## src/rtl/can_rx_sequencer.sv

```systemverilog
`default_nettype none
// ============================================================================
// Module   : can_rx_sequencer
// Purpose  : CAN receive front end. Detects bus idle and SOF, removes stuff
//            bits and checks the stuff rule, accumulates CRC-15 over destuffed
//            SOF..data bits and forwards destuffed bits as one-cycle strobes.
// Revision : 1.0  initial release
// ============================================================================
module can_rx_sequencer #(
  parameter int          IDLE_BITS = 11,
  parameter int          STUFF_LEN = 5,
  parameter logic [14:0] CRC_POLY  = 15'h4599
) (
  input  logic        clk,
  input  logic        rst_n,
  input  logic        i_sample_en,
  input  logic        i_rx_bit,
  input  logic        i_crc_stop,
  input  logic        i_stuff_stop,
  input  logic        i_frame_done,
  output logic        o_bit_out,
  output logic        o_bit_valid,
  output logic        o_sof,
  output logic [14:0] o_crc_out,
  output logic        o_crc_valid,
  output logic        o_stuff_err,
  output logic        o_busy,
  output logic [2:0]  o_seq_state
);

  localparam int c_IDLE_W  = $clog2(IDLE_BITS + 1);
  localparam int c_STUFF_W = $clog2(STUFF_LEN + 1);
  localparam logic [c_IDLE_W-1:0]  c_IDLE_MAX  = c_IDLE_W'(IDLE_BITS);
  localparam logic [c_STUFF_W-1:0] c_STUFF_MAX = c_STUFF_W'(STUFF_LEN);
  localparam logic [c_STUFF_W-1:0] c_STUFF_ONE = c_STUFF_W'(1);

  typedef enum logic [2:0] {
    S_WAIT_IDLE = 3'd0,
    S_IDLE      = 3'd1,
    S_STUFF     = 3'd2,
    S_NOSTUFF   = 3'd3,
    S_ERROR     = 3'd4
  } state_t;

  state_t                r_state, w_state_nxt;
  logic [c_IDLE_W-1:0]   r_idle_cnt, w_idle_nxt, w_idle_inc;
  logic [c_STUFF_W-1:0]  r_stuff_cnt, w_stuff_nxt;
  logic                  r_prev, w_prev_nxt;
  logic [14:0]           r_crc, w_crc_nxt;
  logic                  r_crc_valid, w_crc_valid_nxt;
  logic                  r_bit_out, w_bit_out_nxt;
  logic                  r_bit_valid, w_bit_valid_nxt;
  logic                  r_sof, w_sof_nxt;
  logic                  r_stuff_err, w_stuff_err_nxt;
  logic                  r_busy, w_busy_nxt;
  logic                  w_freeze;

  // One CRC-15 step for a single destuffed bit.
  function automatic logic [14:0] crc_step(input logic [14:0] crc, input logic b);
    logic n;
    n = b ^ crc[14];
    return {crc[13:0], 1'b0} ^ (n ? CRC_POLY : 15'd0);
  endfunction

  // Saturating recessive-bit counter increment.
  assign w_idle_inc = (r_idle_cnt == c_IDLE_MAX) ? r_idle_cnt : r_idle_cnt + 1'b1;

  // Register the FSM state and all datapath/output state.
  always_ff @(posedge clk) begin
    if (!rst_n) begin
      r_state     <= S_WAIT_IDLE;
      r_idle_cnt  <= '0;
      r_stuff_cnt <= '0;
      r_prev      <= 1'b0;
      r_crc       <= '0;
      r_crc_valid <= 1'b0;
      r_bit_out   <= 1'b0;
      r_bit_valid <= 1'b0;
      r_sof       <= 1'b0;
      r_stuff_err <= 1'b0;
      r_busy      <= 1'b0;
    end else begin
      r_state     <= w_state_nxt;
      r_idle_cnt  <= w_idle_nxt;
      r_stuff_cnt <= w_stuff_nxt;
      r_prev      <= w_prev_nxt;
      r_crc       <= w_crc_nxt;
      r_crc_valid <= w_crc_valid_nxt;
      r_bit_out   <= w_bit_out_nxt;
      r_bit_valid <= w_bit_valid_nxt;
      r_sof       <= w_sof_nxt;
      r_stuff_err <= w_stuff_err_nxt;
      r_busy      <= w_busy_nxt;
    end
  end

  // Next-state and output decode; decoder strobes act before the coincident bit.
  always_comb begin
    w_state_nxt     = r_state;
    w_idle_nxt      = r_idle_cnt;
    w_stuff_nxt     = r_stuff_cnt;
    w_prev_nxt      = r_prev;
    w_crc_nxt       = r_crc;
    w_crc_valid_nxt = r_crc_valid;
    w_bit_out_nxt   = r_bit_out;
    w_bit_valid_nxt = 1'b0;
    w_sof_nxt       = 1'b0;
    w_stuff_err_nxt = 1'b0;
    w_busy_nxt      = r_busy;
    w_freeze        = r_crc_valid;

    case (r_state)
      S_WAIT_IDLE: begin
        if (i_sample_en) begin
          w_idle_nxt = i_rx_bit ? w_idle_inc : '0;
          if (i_rx_bit && (w_idle_inc == c_IDLE_MAX)) w_state_nxt = S_IDLE;
        end
      end

      S_IDLE: begin
        if (i_sample_en && !i_rx_bit) begin
          w_bit_out_nxt   = 1'b0;
          w_bit_valid_nxt = 1'b1;
          w_sof_nxt       = 1'b1;
          w_busy_nxt      = 1'b1;
          w_crc_valid_nxt = 1'b0;
          w_crc_nxt       = crc_step(15'd0, 1'b0);
          w_prev_nxt      = 1'b0;
          w_stuff_nxt     = c_STUFF_ONE;
          w_state_nxt     = S_STUFF;
        end
      end

      S_STUFF: begin
        if (i_frame_done) begin
          // Decoder abort: drop the frame quietly and wait for bus idle again.
          w_state_nxt = S_WAIT_IDLE;
          w_busy_nxt  = 1'b0;
          w_idle_nxt  = '0;
        end else begin
          if (i_crc_stop) begin
            w_crc_valid_nxt = 1'b1;
            w_freeze        = 1'b1;
          end
          if (i_stuff_stop) w_state_nxt = S_NOSTUFF;
          if (i_sample_en) begin
            if (i_stuff_stop) begin
              // Destuffing already over for this bit: pass it straight through.
              w_bit_out_nxt   = i_rx_bit;
              w_bit_valid_nxt = 1'b1;
            end else if (r_stuff_cnt == c_STUFF_MAX) begin
              if (i_rx_bit != r_prev) begin
                w_prev_nxt  = i_rx_bit;
                w_stuff_nxt = c_STUFF_ONE;
              end else begin
                w_stuff_err_nxt = 1'b1;
                w_idle_nxt      = '0;
                w_state_nxt     = S_ERROR;
              end
            end else begin
              w_bit_out_nxt   = i_rx_bit;
              w_bit_valid_nxt = 1'b1;
              w_stuff_nxt     = (i_rx_bit == r_prev) ? r_stuff_cnt + 1'b1 : c_STUFF_ONE;
              w_prev_nxt      = i_rx_bit;
              if (!w_freeze) w_crc_nxt = crc_step(r_crc, i_rx_bit);
            end
          end
        end
      end

      S_NOSTUFF: begin
        if (i_frame_done) begin
          w_state_nxt = S_WAIT_IDLE;
          w_busy_nxt  = 1'b0;
          w_idle_nxt  = '0;
        end else if (i_sample_en) begin
          w_bit_out_nxt   = i_rx_bit;
          w_bit_valid_nxt = 1'b1;
        end
      end

      S_ERROR: begin
        if (i_frame_done) begin
          w_state_nxt = S_WAIT_IDLE;
          w_busy_nxt  = 1'b0;
          w_idle_nxt  = '0;
        end else if (i_sample_en) begin
          // The recessive run seen here carries over, so WAIT_IDLE re-arms fast.
          w_idle_nxt = i_rx_bit ? w_idle_inc : '0;
          if (i_rx_bit && (w_idle_inc == c_IDLE_MAX)) begin
            w_state_nxt = S_WAIT_IDLE;
            w_busy_nxt  = 1'b0;
          end
        end
      end

      default: begin
        w_state_nxt = S_WAIT_IDLE;
        w_busy_nxt  = 1'b0;
        w_idle_nxt  = '0;
      end
    endcase
  end

  assign o_bit_out   = r_bit_out;
  assign o_bit_valid = r_bit_valid;
  assign o_sof       = r_sof;
  assign o_crc_out   = r_crc;
  assign o_crc_valid = r_crc_valid;
  assign o_stuff_err = r_stuff_err;
  assign o_busy      = r_busy;
  assign o_seq_state = r_state;

endmodule
`default_nettype wire

```

## config.mk

```make
export PLATFORM = sky130hd
export DESIGN_NAME = can_rx_sequencer
export DESIGN_NICKNAME = d
export VERILOG_FILES = /design/src/rtl/can_rx_sequencer.sv
export SDC_FILE = /design/constraint.sdc
export NUM_CORES = 1
export LEC_CHECK = 0
export ABC_AREA = 1
export CAP_MARGIN = 20
export CORE_MARGIN = 2
export CORE_UTILIZATION = 50
export DETAILED_ROUTE_END_ITERATION = 12
export HOLD_SLACK_MARGIN = 0.15
export PLACE_DENSITY = 0.76
export SLEW_MARGIN = 20
export SYNTH_ARGS = -nofsm -noshare
export SYNTH_HDL_FRONTEND = slang
export SYNTH_SLANG_ARGS = --single-unit
```

## constraint.sdc

```tcl
create_clock -name clk -period 3.2 [get_ports clk]
set_input_delay 0.48 -clock clk [delete_from_list [all_inputs] [get_ports clk]]
set_output_delay 0.48 -clock clk [all_outputs]
set_load 0.01 [all_outputs]
```

==> results of run 1 <==
[final cells by class]
class,instances,area (um2),share of cell area [%]
clock buffers,7,55.1,2.53
clock inverters,1,7.51,0.345
inverters,28,108,4.94
multi-input cells,189,1010,46.3
flip-flops and latches,32,641,29.4
well taps,46,57.6,2.64
repair buffers,30,300,13.8
[path summary, 6_finish.rpt]
kind,endpoint,slack [ps],start
max,r_stuff_cnt[2],1200,i_rx_bit
min,o_crc_valid,470,o_crc_valid
max reg2reg,o_crc_out[10],1430,o_seq_state[2]
min reg2reg,o_crc_valid,470,o_crc_valid
[worst max-delay path, delay by kind of cell]
kind / cells / cell delay, ps
buffers and inverters: 3 / 750
XOR/XNOR: 1 / 330
AND/OR/NAND/NOR: 3 / 450
AO/OA/AOI/OAI: 2 / 180
[sequential cells by signal (all words and copies together), names as in the netlist]
register     flops
o_sof            1
o_busy           1
o_crc_out       15
o_crc_valid      1
o_seq_state      3
r_stuff_cnt      3
o_bit_valid      1
o_bit_out        1
o_stuff_err      1
r_idle_cnt       4
r_prev           1
[per-layer routing]
metal | GRT usage, % | vias to the layer above | wire length [um]
li1 | - | 898 | -
met4 | 8.15 | 0 | 61
met5 | 0 | - | 0
met3 | 5.28 | 7 | 172
met1 | 27.2 | 796 | 1840
met2 | 35.5 | 35 | 1770
[kinds of logic (layout without fill, tap and decap cells)]
logic type      after synthesis  after routing  synth area share [%]
fa+ha+maj                     3              3                  2.08
xor+xnor                      2              2                 0.971
flops                        32             32                  35.5
compound gates               51             51                  16.7
buf+inv                      36             66                  8.60
simple gates                133            133                  36.1
[power groups by stage]
stage	sequential, mW	clock, mW	combinational, mW
floorplan	0.546	0	0.485
global placement	0.540	0	0.630
detailed placement	0.542	0	0.634
CTS	0.533	0.252	0.638
global route	0.546	0.270	0.733
finish	0.533	0.245	0.634
[synthesized netlist by cell type (all sizes together)]
cell and number:
nand2 58, nor2 38, dfxtp 32, a21oi 30
inv 27, nand3 25, o21ai 16, clkbuf 5
nand4 5, buf 3, ha 3, nor3 3
nor4 2, or2 2, xnor2 2, a211oi 1
a21boi 1, clkinv 1, o211ai 1, o21bai 1
o31ai 1
==> results.cfg, run 1 <==
[die]
rows = 21
fp.coreArea_um2 = 3390
io_pins = 31
initial_core_util_pct = 53.2
die_width_um = 64.1
dieArea_um2 = 4100
fp.dieH_um = 64.1

[timing]
fin_skew_ps = 15.8
min_period_over_period_pct = 62.6
hold_violations = 0
slew_headroom_pct = 50.8
slew_violations = 0
worst_slack_ps = 1200
tightest_slew_ps = 737
fin_tns_setup_ps = 0
rsz0062_at_grt = no
setup_viol = 0
fmax_ghz = 0.499
hold_ws_ps = 473
fin_crit_ps = 2000

[clocking]
cts_setup_buffers = 0
h-tree-depth = 2
cts_resized = 0
insertion_delay_ps = 340
cts_buffer_depth = 2
hold_buffers = 0
clk_pin_slew_ps = 100
clockRootBuffer = clkbuf_4
cts_tree = done
cts.sinks = 32
cts_buffers = 5

[cells_and_area]
instances_no_fill = 333
final_common_cell = nand2_1
n_fill_cell = 344
diodes = 0
mostFrequentLayoutCells = 55 x nand2_1, 32 x dfxtp_1, 30 x clkdlybuf4s50_1
area_growth_pct = 20.7
drive_above_1_share_pct = 14.6
fin_util_pct = 64.2
final_nets = 296
fin_area_um2 = 2180

[synth]
yosys.area.top_type = dfxtp_1
synth_area_um2 = 1800
synth_area_leaders = dfxtp_1 36%, nand2_1 11%, a21oi_1 6.1%, nor2_1 5.8%, nand3_1 5.5%
ys_types = 36
synth.net_count = 267
netlist.area_leader.share_pct = 35.5
synth-seq-cells = 32
yosysSeqAreaShare_pct = 35.5
synthCells = 257
synth_warnings = 0
syn-mean-instance-area_um2 = 7.02

[power]
power_frac_seq_pct = 37.7
power_mw = 1.41
peakVddDrop_mv = 0.374
p_comb_share_pct = 44.9
netSwitchingFraction_pct = 42.9
power_density_nw_per_um2 = 649
p_sw_mw = 0.606
p_clk_share_pct = 17.4
power.leakage_nw = 0.849
intPower_mw = 0.806

[route]
dr_total_vias = 1736
route.detailed.drc = 0
via_per_inst = 5.21
antenna_left = 0
dr.pass1.iters = 4
wl_per_cell_um = 11.6
totalWireLength_um = 3850
initialDrtViolationCount = 82

[setup_path]
critPathMaxFanout = 6
start_kind = input port
crit_path_end_kind = flop
cp_slowest_cell = clkdlybuf4s50_1
cp.required_ps = 3390
r2r_cells = 7
cpPeakStageDelay_ps = 530
path_cells = clkdlybuf4s50_1, xnor2_1, inv_1, nor2_1, a21oi_1, nand2_1, inv_1, nand3_1, a21oi_1
critical_path_class = in -> reg
arrival_ps = 2190

[hold_path]
hold_depth = 2
hp-class = reg -> reg

[placement]
pre_cts_slack_ps = 854
port_buffers = 30
postPlaceCellArea_um2 = 2110
placed_cells = 325
gp_congestion = 0.909
dp_hpwl_um = 2800

[global_route]
grt_max_degree = 21
antenna_found_initial = 0
grt_pass1_wl_um = 7020
grt_remaining_overflow = 0
grt.total_usage_pct = 21.6
first_global_vias = 1640

[job]
drv_cap = 0

[run_status]
status = finished clean
Note: power is estimated with default switching activity, not from simulation.
==> inputs of run 2 (changes only) <==
Clock period 3.2 ns to 1.9 ns, I/O delays scaled along.
==> run 2 against run 1 <==
Effect of this change: clock-buffer cell count is 1 lower; via count is 0.23% lower; critical path type is now reg -> out; register-to-register slack worse by 1200 ps; largest cell class unchanged; global-route usage is 0.53 points lower; critical endpoint is now o_seq_state[1].
==> results.cfg, run 2 (same netlist as run 1, synthesis figures left out) <==
[run_status]
status = finished clean

[die]
initial_core_util_pct = 53.2
dieArea_um2 = 4100
rows = 21
fp.coreArea_um2 = 3390
die_width_um = 64.1
io_pins = 31
fp.dieH_um = 64.1

[clocking]
hold_buffers = 0
clockRootBuffer = clkbuf_4
cts_tree = done
cts_setup_buffers = 0
insertion_delay_ps = 340
clk_pin_slew_ps = 100
h-tree-depth = 2
cts_buffers = 5
cts_buffer_depth = 2
cts.sinks = 32

[hold_path]
min_from = o_crc_valid
hold_end = o_crc_valid
hold_depth = 2
hp-class = reg -> reg

[timing]
setup_viol = 0
fin_crit_ps = 1740
min_period_over_period_pct = 91.4
slew_violations = 0
hold_violations = 0
slew_headroom_pct = 65.8
tightest_slew_ps = 513
fin_skew_ps = 12.1
fmax_ghz = 0.576
rsz0062_at_grt = no

[cells_and_area]
final_common_cell = nand2_1
diodes = 0
fin_util_pct = 68.2
multi_input_area_um2 = 1020
largest_register_ffs = 15
drive_above_1_share_pct = 19.7
area_growth_pct = 28.2
seq_area_um2 = 642
n_fill_cell = 302
final_nets = 309
mostFrequentLayoutCells = 55 x nand2_1, 31 x dfxtp_1, 30 x clkdlybuf4s50_1

[global_route]
grt_remaining_overflow = 0
antenna_found_initial = 0
grt.total_usage_pct = 21.1
first_global_vias = 1536
grt_max_degree = 16
grt_pass1_wl_um = 6790

[setup_path]
r2r_cells = 8
critical_path_class = reg -> out
worstReg2RegEnd = r_stuff_cnt[2]
path_cells = clkdlybuf4s50_1
r2r-start = o_seq_state[1]
cpLargestDelayFamily = buffers and inverters
critPathMaxFanout = 7
r2r_slack_ps = 250
critical_path_buf_inv_count = 1
start_kind = flop
crit_path_end_kind = output port
cp_slowest_cell = clkdlybuf4s50_1
arrival_ps = 1450
cpPeakStageDelay_ps = 600
cp.required_ps = 1620

[power]
p_comb_share_pct = 45.8
p_clk_share_pct = 19.6
power.leakage_nw = 0.923
power_frac_seq_pct = 34.6
p_sw_mw = 1.05
intPower_mw = 1.54
peakVddDrop_mv = 0.494
power_density_nw_per_um2 = 1120
netSwitchingFraction_pct = 40.5
power_mw = 2.59

[route]
totalWireLength_um = 3910
initialDrtViolationCount = 97
wl_per_cell_um = 11.3
dr.pass1.iters = 4
dr_total_vias = 1732
via_per_inst = 5.01
antenna_left = 0
route.detailed.drc = 0

[job]
drv_cap = 0

[placement]
port_buffers = 30
dp_hpwl_um = 2920
gp_congestion = 0.844
==> run 2: repair_timing <==
action                     CTS  global route
hold endpoints to repair     0             0
setup endpoints to repair    0             3
resized for setup            0             4
==> run 2: worst max path at each step <==
stage / startpoint / depth (start not counted) / to
3_5_place_dp: i_rx_bit / 9 / r_stuff_cnt[2]
2_1_floorplan: o_seq_state[0] / 11 / r_idle_cnt[3]
5_1_grt: r_idle_cnt[0] / 11 / o_seq_state[1]
3_3_place_gp: i_rx_bit / 9 / r_stuff_cnt[2]
4_1_cts: o_seq_state[1] / 1 / o_seq_state[1]
6_report: o_seq_state[1] / 1 / o_seq_state[1]
==> run 2: final cells by class <==
class | count | area share [%]
Tap cell | 46 | 2.49
Multi-Input combinational cell | 189 | 44.0
Clock buffer | 6 | 1.79
Inverter | 28 | 4.65
Clock inverter | 2 | 1.52
Timing Repair Buffer | 43 | 17.7
Sequential cell | 32 | 27.8
==> run 2: power by group through the flow <==
| stage | clock network (mW) | logic, mW | registers (mW) |
|---|---|---|---|
| finish | 0.506 | 1.18 | 0.896 |
| global route | 0.559 | 1.34 | 0.917 |
| CTS | 0.523 | 1.17 | 0.892 |
| detailed placement | 0 | 1.17 | 0.907 |
| global placement | 0 | 1.16 | 0.906 |
| floorplan | 0 | 0.817 | 0.919 |
==> run 2: per-stage QoR <==
stage / std cells / setup WS (ps) / area, um2 / hold slack (ps) / TNS [ps]
after floorplan: 257 / 406 / 1800 / 362 / 0
after global placement: 338 / -71.1 / 2220 / 455 / -207
after detailed placement: 338 / -83.1 / 2220 / 455 / -275
after CTS: 346 / 149 / 2300 / 469 / 0
after global routing: 346 / 17.6 / 2310 / 516 / 0
final: 346 / 163 / 2310 / 470 / 0
==> run 2: metal layers <==
layer / track usage, % / wire (um)
met5: 0 / 0
met4: 8.15 / 68
met3: 6.16 / 195
met2: 33.5 / 1800
met1: 26.8 / 1840
